<file path="config.mk">
export PLATFORM = sky130hd
export DESIGN_NAME = approx_mac_pe
export DESIGN_NICKNAME = d
export VERILOG_FILES = /design/src/rtl/approx_mac_pe.sv
export SDC_FILE = /design/constraint.sdc
export NUM_CORES = 1
export LEC_CHECK = 0
export CORE_MARGIN = 3
export CORE_UTILIZATION = 54
export CTS_CLUSTER_DIAMETER = 60
export DETAILED_ROUTE_END_ITERATION = 8
export PLACE_DENSITY = 0.89
export SYNTH_ARGS = -nofsm -noshare
export SYNTH_HDL_FRONTEND = slang
export SYNTH_SLANG_ARGS = --single-unit
</file>
<file path="constraint.sdc">
create_clock -name clk -period 2.5 [get_ports clk]
set_clock_uncertainty 0.1 [all_clocks]
set_input_delay 0.25 -clock clk [delete_from_list [all_inputs] [get_ports clk]]
set_output_delay 0.25 -clock clk [all_outputs]
set_load 0.01 [all_outputs]
</file>
<file path="src/rtl/approx_mac_pe.sv">
// rtl/approx_mac_pe.sv - systolic MAC processing element around the approx_2 4x4 multiplier
// approx_2 builds the 4x4 product from four approximate 2x2 sub-products.

module approx_2 (
   input  logic [3:0] x_i,
   input  logic [3:0] y_i,
   output logic [7:0] p_o
);

   // The x0&y0 partial product is dropped, but 3x3 still yields 9.
   function automatic logic [3:0] mul2(input logic [1:0] x, input logic [1:0] y);
      logic [3:0] full;
      full = {2'b00, x} * {2'b00, y};
      if (x == 2'd3 && y == 2'd3) begin
         mul2 = 4'd9;
      end else begin
         mul2 = full - {3'b000, x[0] & y[0]};
      end
   endfunction

   logic [3:0] ll, lh, hl, hh;

   always_comb begin
      ll  = mul2(x_i[1:0], y_i[1:0]);
      lh  = mul2(x_i[1:0], y_i[3:2]);
      hl  = mul2(x_i[3:2], y_i[1:0]);
      hh  = mul2(x_i[3:2], y_i[3:2]);
      p_o = {4'b0000, ll} + ({4'b0000, lh} << 2) + ({4'b0000, hl} << 2) + ({4'b0000, hh} << 4);
   end

endmodule

module approx_mac_pe #(
   parameter int ACC_W = 16
) (
   input  logic             clk,
   input  logic             rst_n,
   input  logic             start,
   input  logic [7:0]       len,
   input  logic [3:0]       a_in,
   input  logic [3:0]       b_in,
   input  logic             in_valid,
   output logic             in_ready,
   output logic [3:0]       a_out,
   output logic [3:0]       b_out,
   output logic             fwd_valid,
   output logic [ACC_W-1:0] acc_out,
   output logic             out_valid,
   input  logic             out_ready,
   output logic             busy,
   output logic             ovf
);

   typedef enum logic [1:0] {IDLE, ACC, HOLD} state_t;

   state_t           state_q, state_d;
   logic [7:0]       rem_q, rem_d;
   logic [ACC_W-1:0] acc_q, acc_d;
   logic             ovf_q, ovf_d;
   logic [7:0]       p_q, p_d;
   logic             p_vld_q, p_vld_d;
   logic [3:0]       a_q, a_d, b_q, b_d;
   logic             fwd_q, fwd_d;
   logic [7:0]       prod;
   logic             accept;
   logic [ACC_W:0]   sum;

   approx_2 u_mul (
      .x_i (a_in),
      .y_i (b_in),
      .p_o (prod)
   );

   assign in_ready  = (state_q == ACC) && (rem_q != 8'd0);
   assign accept    = in_valid && in_ready;
   assign out_valid = (state_q == HOLD);
   assign busy      = (state_q != IDLE);
   assign a_out     = a_q;
   assign b_out     = b_q;
   assign fwd_valid = fwd_q;
   assign acc_out   = acc_q;
   assign ovf       = ovf_q;
   assign sum       = {1'b0, acc_q} + {{(ACC_W - 7){1'b0}}, p_q};

   always_comb begin
      state_d = state_q;
      rem_d   = rem_q;
      acc_d   = acc_q;
      ovf_d   = ovf_q;
      p_d     = p_q;
      p_vld_d = 1'b0;
      a_d     = a_q;
      b_d     = b_q;
      fwd_d   = 1'b0;

      case (state_q)
         IDLE: begin
            if (start) begin
               state_d = ACC;
               rem_d   = len;
               acc_d   = '0;
               ovf_d   = 1'b0;
            end
         end
         ACC: begin
            // Products land in acc one cycle after capture, so HOLD waits for p_vld to drain.
            if (p_vld_q) begin
               acc_d = sum[ACC_W-1:0];
               if (sum[ACC_W]) ovf_d = 1'b1;
            end
            if (accept) begin
               rem_d   = rem_q - 8'd1;
               p_d     = prod;
               p_vld_d = 1'b1;
               a_d     = a_in;
               b_d     = b_in;
               fwd_d   = 1'b1;
            end
            if (rem_q == 8'd0 && !p_vld_q) state_d = HOLD;
         end
         HOLD: begin
            if (out_ready) state_d = IDLE;
         end
         default: state_d = IDLE;
      endcase
   end

   always_ff @(posedge clk or negedge rst_n) begin
      if (!rst_n) begin
         state_q <= IDLE;
         rem_q   <= '0;
         acc_q   <= '0;
         ovf_q   <= 1'b0;
         p_q     <= '0;
         p_vld_q <= 1'b0;
         a_q     <= '0;
         b_q     <= '0;
         fwd_q   <= 1'b0;
      end else begin
         state_q <= state_d;
         rem_q   <= rem_d;
         acc_q   <= acc_d;
         ovf_q   <= ovf_d;
         p_q     <= p_d;
         p_vld_q <= p_vld_d;
         a_q     <= a_d;
         b_q     <= b_d;
         fwd_q   <= fwd_d;
      end
   end

endmodule

</file>
After elaboration in Yosys (flattened, before gate mapping)
Cells that the tools add are included.
Word-level totals
  register bits: 44
  bits in latches: 0
  memory bits (writable): 0
  memory bits (read-only): 0
  output and inout port bits: 29
  memories: 0
Operators by class
  add/sub/neg operators: 9
  multiply operators: 4
  div/mod/pow operators: 0
  magnitude comparators: 0
  equal/unequal tests: 12
  shift operators: 0
  mux-type cells: 20
  bitwise gates (word level): 4
  reduce and logical (&&, ||, !) cells: 18
Operators by type and width (number)
  $mux 16: 2
  $pmux 16 s2: 1
  $add 16x8->17: 1
  $mul 2x2->4: 4
  $mux 4: 4
  $mux 8: 2
  $pmux 8 s2: 1
  $sub 4x1->4: 4
  $eq 2x2->1 const B: 5
  $reduce_and 3->1: 3
  $add 8x6->8: 1
  $add 8x8->8: 1
  $logic_not 8->1: 1
  $ne 2x2->1 const B: 4
  $reduce_bool 8->1: 1
  $sub 8x1->8 const B: 1
  $add 4x6->7: 1
  $logic_and 1x1->1: 7
  $mux 2: 3
  $pmux 2 s3: 1
  $mux 1: 5
  $and 1x1->1: 4
  $ne 2x1->1 const B: 2
  $reduce_and 4->1: 1
  6 further kinds: 7

Depth between registers and ports, before layout
  depth in word-level cells: 6
  mapped depth: 17
  mapped depth without buffers: 17

By module
A second synthesis with hierarchy kept.
Unflattened totals
  cell total of the unflattened synthesis: 310
  area total of the unflattened synthesis: 2994.1 sq um
By module, submodules not included
  approx_mac_pe: instances 1, cells each 241, area each 2433.6 sq um
  approx_2: instances 1, cells each 69, area each 560.5 sq um

Worst setup path before layout
Ideal clock, no wire load.
  path kind: in2reg
  from: input port b_in[1]
  to: register p_q[7]
  library setup time: 0.133 ns
  data arrival time: 3.454 ns
  slack: -1.187 ns
  stages on the path: 14
  path through: nand2_1 > ha_1 > fa_1 > a31oi_1 > ha_1 > inv_1 > fa_1 > xnor2_1 > fa_1 > fa_1 > a21o_1 > a21oi_1 > xnor2_1 > o21ai_0
On the way
  cells in the longest elaborated chain, start to end: 6
  elaborated cells on any way between the ends: 12
  classes of those cells: add/sub (5); mul (2); eq/ne (1); mux (2); reduce/logical (2)
RTL lines
  start, declared: line 41  | input logic [3:0] b_in,
  $mul 2x2->4 / $eq 2x2->1 (equally long branches): line 13, 14
  $sub 4x1->4 / $logic_and 1x1->1 (equally long branches): line 17, 14
  $mux 4: line 14  | if (x == 2'd3 && y == 2'd3) begin
  $add 4x6->7: line 28  | p_o = {4'b0000, ll} + ({4'b0000, lh} << 2) + ({4'b0000, hl} << 2) + ({4'b0000, hh} << 4);
  $add 8x6->8 *: line 28
  $add 8x8->8 *: line 28
  end signal, assigned: line 144  | p_q <= p_d;
  end, declared: line 60  | logic [7:0] p_q, p_d;
Mark *: on every way between the ends. The rest lies on a longest branch, timed or not.
A chain may end at the register's enable or synchronous reset.

Worst setup path after layout
  from: input port b_in[0]
  to: register p_q[7]
On the way
  cells in the longest elaborated chain, start to end: 6
  elaborated cells on any way between the ends: 14
  classes of those cells: add/sub (5); mul (2); eq/ne (1); mux (2); bitwise (2); reduce/logical (2)
RTL lines
  $mul 2x2->4 (tied with other cells): line 13  | full = {2'b00, x} * {2'b00, y};
  $sub 4x1->4 / $logic_and 1x1->1 (equally long branches): line 17, 14
  $mux 4: line 14
  $add 4x6->7: line 28
  $add 8x6->8 *: line 28
  $add 8x8->8 *: line 28
Marks and branches as above.

==> reports/results.ini <==
[power_and_ir_drop]
power_density_mw_per_mm2 = 1030
leakage_nw = 1.81
peakVddDrop_mv = 0.659

[synthesis]
synth-xor-area-share = 0.0478
synth_cell_type_count = 47
async_flop_share = 1.00
avgSynthCellArea_um2 = 9.25
synth-simple-area-share = 0.195
synthMuxAreaShare = 0.0218
ys.warnings.count = 0
ys.flop_type = dfrtp_1
synth.cell_area_mm2 = 0.00293
synth-seq-area-share = 0.376
synthCells = 317
synth_compound_area_frac = 0.168
synth-adder-area-share = 0.160
synth_top_family_by_area = simple AND/OR/NAND/NOR gates
syn_nets = 370
yosys_register_bits = 44
synth_edf_count = 0

[detailed_routing]
post_drt_wl_per_cell_um = 16.6
initialDrtViolationCount = 198
viasPerCell = 5.75
drc = 0
wl_um = 7730
detailroute.via_count = 2678
first_pass_iters = 4
postRouteAntennaNets = 0

[job]
cap_viol_max_count = 0

[clocking]
tritoncts = yes
htreeDepth = 2
clk_pin_slew_ps = 90
cts-root-buf = clkbuf_8
clockBufferDepth = 2
insertion_delay_ps = 310
cts.hold.buffers_added = 0
cts_buffers = 5
cts.sinks = 44

[cells_and_area]
layout_commonest_cell = nand2_1
final_cell_mix = nand2_1, dfrtp_1, clkdlybuf4s50_1
nNetsFinal = 448
antennaDiodeCount = 0
nFillCells = 309
drive_gt1_frac = 0.207
post-route-util = 0.771
seq_area_mm2 = 0.00110
multi_input_area_mm2 = 0.00191
syn2layout_area_growth_pct = 36.0

[placed_design]
dp_hpwl_um = 5330
portBuffers = 49
finalWeightedCongestion = 0.864
pre_cts_slack_ps = -1600

[die]
fp.coreArea_mm2 = 0.00517
start_util = 0.567
pin_count = 50
die_area_mm2 = 0.00635
die_x_um = 79.7
rows = 26
die_h_um = 79.7

[critical_path]
r2r_end = acc_out[15]
cp.arrival_ps = 3410
ff2ff_path_depth = 6
crit_required_ps = 2590
crit_path_start_kind = input port
worstReg2RegStart = acc_out[2]
cp_max_fo = 2
rrSetupSlack_ps = 110
critPathKind = in2reg
worst_setup_path_end_kind = flop

[worst_hold_path]
hp-class = in2async

[global_routing]
overflow = 0
grt_pass1_wl_um = 12500
antenna_found_initial = 0
grt_pass1_vias = 2735
grt_usage = 0.253
grt_max_degree = 45

[timing]
setup_viol = 5
rsz0062_at_grt = yes
slew_violations = 0
fmax_mhz = 301
layout_setup_ws_ps = -821
period_share = 1.33
relSlewSlack = 0.347
tightest_slew_ps = 980
hold_viol = 11
holdWs_ps = -12.6
layout_min_cycle_time_ps = 3320

[outcome]
violations = negative hold slack, negative setup slack
status = complete, but fails checks

-- layout make-up --
type	count	area share
multi-input combinational	252	0.479
sequential	44	0.276
timing repair buffer	78	0.183
tap	70	0.0220
clock buffer	6	0.0182
inverter	14	0.0132
clock inverter	2	0.00879
-- cells in the mapped netlist, types with 4 or more instances --
cell type / instances / area, µm²
xnor2_1: 10 / 87.6
a21o_1: 4 / 30.0
nor3_1: 4 / 20.0
xor2_1: 6 / 52.6
nand3_1: 8 / 40.0
inv_1: 13 / 48.8
nand2_1: 55 / 206
o31ai_1: 4 / 30.0
ha_1: 23 / 288
nor2_1: 17 / 63.8
o21ai_0: 24 / 120
nand2b_1: 6 / 37.5
fa_1: 9 / 180
dfrtp_1: 44 / 1100
a21oi_1: 24 / 120
or3_1: 5 / 31.3
o211ai_1: 5 / 37.5
clkbuf_1: 4 / 15.0
o21ai_1: 7 / 35.0
-- sequential cells by signal (all words and copies together), names as in the netlist --
name and count:
p_q 8, fwd_valid 1, b_out 4, state_q 2
rem_q 8, ovf 1, acc_out 16, a_out 4
-- report_power, final --
| group | switching, mW | internal [mW] | total [mW] | leakage (nW) |
|---|---|---|---|---|
| combinational | 1.23 | 1.11 | 2.34 | 1.18 |
| sequential | 0.243 | 0.978 | 1.22 | 0.566 |
| clock | 0.257 | 0.297 | 0.553 | 0.0552 |
-- stage by stage --
stage | cell area, µm² | instances | hold slack (ps) | setup TNS, ps | power [mW]
global route | 3990 | 466 | 66.1 | -3720 | 4.43
CTS | 3890 | 463 | 36.6 | -3600 | 4.01
detailed placement | 3730 | 454 | 365 | -7280 | 3.42
finish | 3990 | 466 | -12.6 | -3210 | 4.12
floorplan | 3020 | 317 | -146 | -3410 | 2.63
global placement | 3730 | 454 | 358 | -6490 | 3.30
-- worst max-delay path, stage by stage --
cell and delay (ps):
buf_6 80, nand2_4 50, ha_4 270, fa_2 460
a31oi_4 160, ha_2 200, inv_2 40, fa_2 360
xnor2_2 150, fa_1 480, fa_2 380, a21o_1 180
a21oi_2 130, xnor2_1 130, o21ai_1 70
-- cell families after synthesis --
family | Yosys count
compound gates | 81
flops | 44
simple gates | 118
buf+inv | 21
mux | 5
xor+xnor | 16
fa+ha+maj | 32
-- worst max path at each step --
| stage | from | slack (ps) | to | cells after the start |
|---|---|---|---|---|
| after floorplan | b_in[1] | -870 | p_q[7] | 14 |
| after global placement | b_in[1] | -1430 | p_q[7] | 15 |
| after detailed placement | a_in[1] | -1600 | p_q[7] | 15 |
| after CTS | a_in[1] | -970 | p_q[7] | 15 |
| after global routing | b_in[3] | -980 | p_q[7] | 14 |
| final | b_in[0] | -820 | p_q[7] | 15 |
-- metal layers --
metal,routed length [µm],global-route usage
met2,3930,0.425
met5,0,0
met3,334,0.0451
met4,233,0.124
met1,3230,0.313
-- timing repair --
action,CTS,global route
setup endpoints to repair,6,6
gates resized for setup,29,16
setup buffers,1,3
pin swaps,23,20
Power figures use the tool's default switching activity.
